<file path="config.mk">
export PLATFORM = sky130hd
export DESIGN_NAME = branch_ctrl_pipeline
export DESIGN_NICKNAME = d
export VERILOG_FILES = /design/src/rtl/pipeline_pkg.sv /design/src/rtl/bht_2bit.sv /design/src/rtl/branch_ctrl_pipeline.sv
export SDC_FILE = /design/constraint.sdc
export NUM_CORES = 1
export LEC_CHECK = 0
export CAP_MARGIN = 20
export CORE_MARGIN = 1.5
export CORE_UTILIZATION = 54
export CTS_CLUSTER_DIAMETER = 100
export CTS_CLUSTER_SIZE = 14
export DETAILED_ROUTE_END_ITERATION = 10
export PLACE_DENSITY = 0.88
export SYNTH_ARGS = -nofsm -noshare
export SYNTH_HDL_FRONTEND = slang
export SYNTH_HIERARCHICAL = 1
export SYNTH_SLANG_ARGS = --single-unit
</file>
<file path="constraint.sdc">
create_clock -name clk_i -period 5.02 [get_ports clk_i]
set_clock_uncertainty 0.05 [all_clocks]
set_input_delay 0.502 -clock clk_i [delete_from_list [all_inputs] [get_ports clk_i]]
set_output_delay 0.502 -clock clk_i [all_outputs]
set_load 0.05 [all_outputs]
</file>
<file path="src/rtl/pipeline_pkg.sv">
// Shared types for the branch controller: instruction classes, opcode
// constants, pipeline metadata and the 2-bit counter update rule.
package pipeline_pkg;

  localparam logic [4:0] OP_BRANCH = 5'b11000;
  localparam logic [4:0] OP_JAL    = 5'b11011;
  localparam logic [4:0] OP_JALR   = 5'b11001;

  typedef enum logic [1:0] {
    CLS_NONE = 2'd0,
    CLS_BR   = 2'd1,
    CLS_JAL  = 2'd2,
    CLS_JALR = 2'd3
  } br_class_e;

  typedef struct packed {
    logic        valid;
    logic [31:0] pc;
    br_class_e   cls;
    logic        pred_taken;
    logic [31:0] pred_target;
  } br_meta_t;

  // Map instr[6:2] onto a control-flow class.
  function automatic br_class_e decode_class(input logic [4:0] op);
    br_class_e cls;
    case (op)
      OP_BRANCH: cls = CLS_BR;
      OP_JAL:    cls = CLS_JAL;
      OP_JALR:   cls = CLS_JALR;
      default:   cls = CLS_NONE;
    endcase
    return cls;
  endfunction

  // Saturating 2-bit counter step (0..3).
  function automatic logic [1:0] ctr_update(input logic [1:0] ctr, input logic taken);
    logic [1:0] nxt;
    nxt = ctr;
    if (taken && ctr != 2'b11) begin
      nxt = ctr + 2'b01;
    end else if (!taken && ctr != 2'b00) begin
      nxt = ctr - 2'b01;
    end
    return nxt;
  endfunction

endpackage

</file>
<file path="src/rtl/bht_2bit.sv">
// Branch history table of 2-bit saturating counters. Combinational read,
// synchronous update; reset puts every entry at weakly not-taken. A read of
// the index being written in the same cycle returns the old value.
module bht_2bit
  import pipeline_pkg::*;
#(
  parameter int ENTRIES = 16,
  parameter int IDX_W   = $clog2(ENTRIES)
) (
  input  logic             clk_i,
  input  logic             rst_i,
  input  logic [IDX_W-1:0] rd_idx_i,
  output logic [1:0]       rd_ctr_o,
  input  logic             wr_en_i,
  input  logic [IDX_W-1:0] wr_idx_i,
  input  logic             wr_taken_i
);

  logic [1:0] r_ctr      [ENTRIES];
  logic [1:0] w_ctr_next [ENTRIES];

  // Per-entry next value: only the addressed entry moves on a write.
  generate
    for (genvar gi = 0; gi < ENTRIES; gi++) begin : g_entry
      assign w_ctr_next[gi] = (wr_en_i && (wr_idx_i == IDX_W'(gi)))
                              ? ctr_update(r_ctr[gi], wr_taken_i)
                              : r_ctr[gi];
    end
  endgenerate

  // Counter array state: reset to weakly not-taken, else take next values.
  always_ff @(posedge clk_i) begin
    for (int i = 0; i < ENTRIES; i++) begin
      if (rst_i) begin
        r_ctr[i] <= 2'b01;
      end else begin
        r_ctr[i] <= w_ctr_next[i];
      end
    end
  end

  assign rd_ctr_o = r_ctr[rd_idx_i];

endmodule

</file>
<file path="src/rtl/branch_ctrl_pipeline.sv">
// Branch prediction and redirect controller for a 5-stage RV32I pipeline.
// IF predicts B-type via the BHT and JAL as always taken; the prediction is
// carried through ID to EX, where it is checked against the resolved outcome
// and a one-cycle flush/redirect is raised on a mispredict.
module branch_ctrl_pipeline
  import pipeline_pkg::*;
#(
  parameter int BHT_ENTRIES = 16,
  parameter int IDX_W       = $clog2(BHT_ENTRIES)
) (
  input  logic        clk_i,
  input  logic        rst_i,
  input  logic        stall_i,
  input  logic        if_valid_i,
  input  logic [31:0] if_pc_i,
  input  logic [31:0] if_instr_i,
  output logic        pred_taken_o,
  output logic [31:0] pred_target_o,
  input  logic        ex_br_sel_i,
  input  logic [31:0] ex_target_i,
  output logic        flush_o,
  output logic        redirect_o,
  output logic [31:0] redirect_pc_o,
  output logic [31:0] br_cnt_o,
  output logic [31:0] mispred_cnt_o
);

  br_meta_t    r_id;
  br_meta_t    r_ex;
  logic [31:0] r_br_cnt;
  logic [31:0] r_mispred_cnt;

  br_class_e   w_if_cls;
  logic [31:0] w_b_imm;
  logic [31:0] w_j_imm;
  logic [1:0]  w_bht_ctr;
  logic        w_pred_taken;
  logic [31:0] w_pred_target;
  br_meta_t    w_if_meta;

  logic        w_resolve;
  logic        w_taken;
  logic        w_mispredict;
  logic [31:0] w_ex_pc_plus4;
  logic        w_bht_wr;
  logic        w_unused;

  // Low opcode bits are always 2'b11 for RV32I and carry no information here.
  assign w_unused = ^if_instr_i[1:0];

  // IF decode: class and sign-extended B/J immediates.
  assign w_if_cls = if_valid_i ? decode_class(if_instr_i[6:2]) : CLS_NONE;
  assign w_b_imm  = {{19{if_instr_i[31]}}, if_instr_i[31], if_instr_i[7],
                     if_instr_i[30:25], if_instr_i[11:8], 1'b0};
  assign w_j_imm  = {{11{if_instr_i[31]}}, if_instr_i[31], if_instr_i[19:12],
                     if_instr_i[20], if_instr_i[30:21], 1'b0};

  // IF prediction: BHT MSB for branches, always taken for JAL, else fall-through.
  always_comb begin
    w_pred_taken  = 1'b0;
    w_pred_target = if_pc_i + 32'd4;
    case (w_if_cls)
      CLS_BR: begin
        w_pred_taken  = w_bht_ctr[1];
        w_pred_target = if_pc_i + w_b_imm;
      end
      CLS_JAL: begin
        w_pred_taken  = 1'b1;
        w_pred_target = if_pc_i + w_j_imm;
      end
      default: ;
    endcase
  end

  assign pred_taken_o  = w_pred_taken;
  assign pred_target_o = w_pred_target;

  // Bundle the IF prediction into the metadata record handed to ID.
  always_comb begin
    w_if_meta             = '0;
    w_if_meta.valid       = if_valid_i;
    w_if_meta.pc          = if_pc_i;
    w_if_meta.cls         = w_if_cls;
    w_if_meta.pred_taken  = w_pred_taken;
    w_if_meta.pred_target = w_pred_target;
  end

  // Metadata pipe IF->ID->EX; flush wins over stall, stall holds both stages.
  always_ff @(posedge clk_i) begin
    if (rst_i) begin
      r_id <= '0;
      r_ex <= '0;
    end else if (flush_o) begin
      r_id.valid <= 1'b0;
      r_ex.valid <= 1'b0;
    end else if (!stall_i) begin
      r_id <= w_if_meta;
      r_ex <= r_id;
    end
  end

  // EX resolution: compare actual outcome with the carried prediction.
  always_comb begin
    w_ex_pc_plus4 = r_ex.pc + 32'd4;
    w_resolve     = r_ex.valid && !stall_i;
    w_taken       = (r_ex.cls != CLS_NONE) && ex_br_sel_i;
    w_mispredict  = w_resolve &&
                    ((w_taken != r_ex.pred_taken) ||
                     (w_taken && (ex_target_i != r_ex.pred_target)));
    w_bht_wr      = w_resolve && (r_ex.cls == CLS_BR);
  end

  assign flush_o       = w_mispredict;
  assign redirect_o    = w_mispredict;
  assign redirect_pc_o = (w_mispredict && w_taken) ? ex_target_i : w_ex_pc_plus4;

  // Performance counters, wrapping naturally at 2^32.
  always_ff @(posedge clk_i) begin
    if (rst_i) begin
      r_br_cnt      <= '0;
      r_mispred_cnt <= '0;
    end else begin
      if (w_bht_wr) begin
        r_br_cnt <= r_br_cnt + 32'd1;
      end
      if (w_mispredict) begin
        r_mispred_cnt <= r_mispred_cnt + 32'd1;
      end
    end
  end

  assign br_cnt_o      = r_br_cnt;
  assign mispred_cnt_o = r_mispred_cnt;

  bht_2bit #(
    .ENTRIES (BHT_ENTRIES),
    .IDX_W   (IDX_W)
  ) u_bht (
    .clk_i      (clk_i),
    .rst_i      (rst_i),
    .rd_idx_i   (if_pc_i[IDX_W+1:2]),
    .rd_ctr_o   (w_bht_ctr),
    .wr_en_i    (w_bht_wr),
    .wr_idx_i   (r_ex.pc[IDX_W+1:2]),
    .wr_taken_i (w_taken)
  );

endmodule

</file>
### Yosys cells after proc, flatten, opt, wreduce, memory -nomap -nowiden

Memory sizes are Yosys's and may differ from the RTL's.
Index checks and enable logic that the tools add are counted.

| storage, ports and cells | value |
|---|---|
| flip-flop bits (word level) | 200 |
| bits in writable memories | 32 |
| input port bits | 101 |
| memories | 1 |

| operators by class | value |
|---|---|
| $add $sub $neg | 38 |
| equal/unequal tests | 39 |
| multiplexer cells | 72 |
| bitwise gates (word level) | 18 |
| reduce and logical (&&, ||, !) cells | 77 |

Memory list:

| memory | words | bits a word | read ports | clocked after memory_dff | write ports | line | RTL |
|---|---|---|---|---|---|---|---|
| u_bht.r_ctr | 16 | 2 | 17 | 0 | 16 | bht_2bit.sv:19 | `logic [1:0] r_ctr [ENTRIES];` |

Operators by type and width:

| kind | number |
|---|---|
| 2-to-1 mux 2 bit | 65 |
| adder 32 x 1 -> 32 bit, second input constant | 2 |
| adder 32 x 3 -> 32 bit, second input constant | 2 |
| adder 32 bit | 2 |
| one-hot mux 32 bit (2 select lines) | 1 |
| logical AND 1 bit | 54 |
| nonzero test 2 bit | 17 |
| adder 2 x 1 -> 2 bit, second input constant | 16 |
| == test 4 bit, second input constant | 8 |
| 2-to-1 mux 32 bit | 1 |
| inequality test 2 bit, second input constant | 16 |
| inequality test 32 bit | 1 |
| subtractor 2 x 1 -> 2 bit, second input constant | 16 |
| == test 4 x 3 -> 1 bit, second input constant | 4 |
| bitwise OR 1 bit | 16 |
| == test 5 bit, second input constant | 3 |
| == test 4 x 2 -> 1 bit, second input constant | 2 |
| one-hot mux 2 bit (3 select lines) | 1 |
| == test 2 x 1 -> 1 bit, second input constant | 2 |
| == test 4 x 1 -> 1 bit, second input constant | 1 |
| logical NOT 4 bit | 1 |
| 2-to-1 mux 1 bit | 3 |
| == test 2 bit, second input constant | 1 |
| logical NOT 1 bit | 2 |
| other kinds (6) | 7 |

### Logic depth before layout (Yosys ltp)

| logic depth | value |
|---|---|
| depth in word-level cells | 8 |
| depth in mapped cells | 18 |
| depth with buffers taken out | 16 |

### Hierarchy

The synthesis kept the hierarchy.

Modules (own cells, without submodules):

| module | instances | cells an instance | area an instance (µm²) |
|---|---|---|---|
| branch_ctrl_pipeline | 1 | 1,541 | 11,395.9 |
| bht_2bit | 1 | 236 | 1,996.9 |

### Worst setup path before layout

No wires, ideal clock.

| timing path | value |
|---|---|
| kind | input port to output port |
| start point | input if_instr_i[6] |
| end point | output pred_target_o[25] |
| arrival | 4.586 ns |
| required time | 4.468 ns |
| path slack | -0.118 ns |
| stages on the path | 14 |
| path buffers | 1 |
| path through | nand2_1 nor4b_1 inv_1 ha_1 clkbuf_1 mux2_2 ha_1 fa_1 a211oi_1 o21ai_0 a22oi_1 nand4_1 and4_1 nor3_1 |

| between the ends | value |
|---|---|
| word-level cells in the longest chain between the ends | 5 |
| elaborated cells between the ends (all ways) | 8 |
| classes of those cells | 5 x eq/ne; 3 x mux |

RTL lines:

| item | line | RTL |
|---|---|---|
| from (decl) | branch_ctrl_pipeline.sv:16 | `input logic [31:0] if_instr_i,` |
| == test 5 bit | pipeline_pkg.sv:27 | `case (op)` |
| one-hot mux 2 bit (3 select lines) (*) | pipeline_pkg.sv:27 |  |
| 2-to-1 mux 2 bit (*) | branch_ctrl_pipeline.sv:52 | `assign w_if_cls = if_valid_i ? decode_class(if_instr_i[6:2]) : CLS_NONE;` |
| net w_if_cls[0] | branch_ctrl_pipeline.sv:33 | `br_class_e w_if_cls;` |
| == test 2 bit or == test 2 x 1 -> 1 bit (tied branches) | branch_ctrl_pipeline.sv:62 | `case (w_if_cls)` |
| one-hot mux 32 bit (2 select lines) (*) | branch_ctrl_pipeline.sv:62 |  |
| to (decl) | branch_ctrl_pipeline.sv:18 | `output logic [31:0] pred_target_o,` |

Mark *: on every way through the listed nets, which the timed path passes. The rest lies on a longest branch.

### Final worst setup path

| timing path | value |
|---|---|
| start point | input if_instr_i[5] |
| end point | output pred_target_o[26] |

Same word-level chain as after synthesis.

==> summary.md <==
| Metric | Value |
|---|---|
| Status | `completed` |
| Final nets | `2,132` |
| Hold Crit Class | `register to register` |
| Synth Instances | `1,769` |
| Placed cells | `2,289` |
| TritonCTS clock tree | `built` |
| Number of buffers inserted by hold repair at cts | `0` |
| Final Util | `71.1%` |
| Routed WL | `40,300 µm` |
| Cell Rows | `57` |
| IO Pins | `232` |
| Synth warnings | `6` |
| First-pass GRT wire length | `64,000 µm` |
| DP HPWL | `29,500 µm` |
| Max IR drop VDD | `0.000193 V` |
| Largest delay share family, worst path | `buffers and inverters` |
| Slowest CP cell | `clkdlybuf4s50_1` |
| GRT Overall Usage | `30.6%` |
| Unrepaired setup endpoints after global routing | `yes` |
| RR Startpoint | `r_ex[9]$_SDFFE_PP0P_` |
| Leak | `6.56 nW` |
| Layout cells sized above 1 | `10.7%` |
| Grt total ovfl | `0` |
| Largest net degree at the start of global routing | `130` |
| Critical path class | `input pin to primary output` |
| PwrDens | `246 nW/µm²` |
| Initial antenna violation count | `3` |
| Gpl congestion | `0.926` |
| Tcrit/Tclk final | `between 90 and 100%` |
| Wire per inst | `17.4 µm` |
| Tmin final | `slightly below 5 ns` |
| DR vias/cell | `5.80` |
| Die height | `160 µm` |
| Slew @ Worst Pin | `0.885 ns` |
| Clock Tree Buf Depth | `3` |
| Die footprint | `25,500 µm²` |
| Core area | `between 20,000 and 25,000 µm²` |
| Critical Path RT | `roughly 4.5 ns` |
| Initial Util | `a little over half` |
| Clk slew on worst S/H paths | `around 0.07 ns` |
| Cts bufs inserted | `20` |
| Switching power | `1.21 mW` |
| Worst-path fanout max | `6` |
| Pre-Repair DR Iteration Count | `5` |
| IO buf count | `229` |
| Die Width | `160 µm` |
| CP bufs+invs | `10` |
| Achievable Freq | `203 MHz` |
| H-tree levels | `1` |
| Sw Share | `28.7%` |
| Post-Syn Area | `13,300 µm²` |
| Pint | `3.02 mW` |
| Crit path largest cell delay | `0.47 ns` |
| CP Cell Sequence | `clkdlybuf4s50_1, nand2_2, nor4b_4, buf_4, inv_1, ha_4, buf_4, buf_4, nand2_1, nand2_2, ha_4, buf_6, and4_4, nand3_1, a211oi_2, nor3b_2, buf_4, buf_4, o221ai_2, xor2_1, nor2_1, a21oi_1, buf_4, buf_12` |
| Routed via count | `13,453` |
| Slew Limit Fails | `0` |
| Final count of hold timing violations | `0` |
| Number of fillers in the final layout | `1,913` |
| Mean post-synth cell area | `7.49 µm²` |
| Clk pwr share | `~33%` |
| Syn_nets | `1,909` |
| Part of the power in combinational logic | `a little over a fifth` |
| Num Clock Sinks | `230` |
| Crit. End Element | `primary output` |
| Slew headroom | `41.0%` |
| Area Growth Syn to Fin | `29.7%` |
| Drc violations | `0` |
| Root buf cell | `clkbuf_16` |
| Final setup viols | `0` |
| Hold path start | `r_id[43]$_SDFFE_PP0P_` |
| Startpoint type of the worst setup path | `input pin` |
| Crit path from | `if_instr_i[5]` |
| Clock Latency Late Sink | `0.50 ns` |
| Post-route ant nets | `0` |
| Reg power frac | `45.3%` |
| Vias in the first global route | `12,670` |
| CP Data Arrival Time | `about 4.4 ns` |
| CP dominant cell by count | `buf_4` |
| Non-Filler Instances | `2,319` |
| Maxcap violations | `0` |
| DRT iter0 DRCs | `1,305` |
## routing by layer
layer  up-vias  wire [µm]  track usage (%)
met5         -          0                0
met4         0       1500             10.8
met3       109       2650             3.66
met2       479      19200             52.5
met1      6319      16900             39.8
li1       6546          -                -
## tightest hold or removal path, delay by kind of cell, from the launching register on
family / cells / cell delay [ns]
compound gates: 1 / 0.05
flops: 1 / 0.31
simple gates: 1 / 0.05
## flip-flops by register name, summed over array words and instances (netlist names)
| register | cells |
|---|---|
| mispred_cnt_o | 32 |
| r_ex | 67 |
| u_bht/r_ctr | 32 |
| br_cnt_o | 32 |
| r_id | 67 |
## area by class of cell
cell class              instances  area, µm²  area share (%)
diodes                          3       7.51          0.0437
clock buffers                  21        526            3.06
clock inverters                 1       8.76          0.0509
inverters                      40        150           0.873
multi-input cells            1397       8280            48.2
flip-flops and latches        230       4600            26.8
well taps                     324        405            2.36
repair buffers                303       3210            18.7
## cells in the final DEF (no fill, tap or decap), types with 4 or more instances in the layout
cell / instances
a211o_1: 8
a211oi_1: 15
a21o_1: 13
a21oi_1: 208
a31oi_1: 17
and2_1: 11
and3_1: 30
and4_1: 8
buf_12: 41
buf_4: 94
clkbuf_16: 21
clkdlybuf4s50_1: 166
dfxtp_1: 230
ha_1: 34
inv_1: 40
mux2_2: 13
mux2i_1: 24
nand2_1: 347
nand2b_1: 7
nand3_1: 56
nand4_1: 37
nor2_1: 157
nor2b_1: 8
nor3_1: 43
nor3b_1: 4
nor4_1: 7
o211ai_1: 5
o21a_1: 15
o21ai_0: 66
o21ai_1: 7
o21bai_1: 11
or3_1: 22
xnor2_1: 84
xor2_1: 64
## power groups by stage
stage          Sequential [mW]  Combinational [mW]  Clock, mW
3_3_place_gp              1.95               0.874          0
4_1_cts                   1.92               0.892       1.41
2_1_floorplan             1.95               0.497          0
5_1_grt                   1.92               0.982       1.48
3_5_place_dp              1.96               0.881          0
6_report                  1.92               0.918       1.39
## through the flow
step | power, mW | TNS, ns | setup WS, ns | area [µm²] | hold slack [ns]
4_1_cts | 4.22 | 0 | 0.00182 | 17000 | 0.401
5_1_grt | 4.39 | -0.172 | -0.0731 | 17200 | 0.413
6_report | 4.23 | 0 | 0.0861 | 17200 | 0.397
3_5_place_dp | 2.84 | -0.626 | -0.295 | 16500 | 0.393
2_1_floorplan | 2.44 | 0 | 0.0809 | 13300 | 0.377
3_3_place_gp | 2.83 | -0.374 | -0.172 | 16500 | 0.385
## path summary, 6_finish.rpt
kind,slack [ns],depth (start not counted),to
setup / recovery,0.09,24,pred_target_o[26]
hold reg to reg,0.40,2,r_ex[43]$_SDFFE_PP0P_
hold / removal,0.40,2,r_ex[43]$_SDFFE_PP0P_
setup reg to reg,1.72,8,r_ex[7]$_SDFFE_PP0P_
## what timing repair did
| action | 4_1_cts | 5_1_grt |
|---|---|---|
| resized for setup | 7 | 30 |
| setup endpoints to repair | 8 | 17 |
| pin swaps | 2 | 11 |
| buffers inserted | 1 | 4 |
Note: power is estimated with default switching activity, not from simulation.
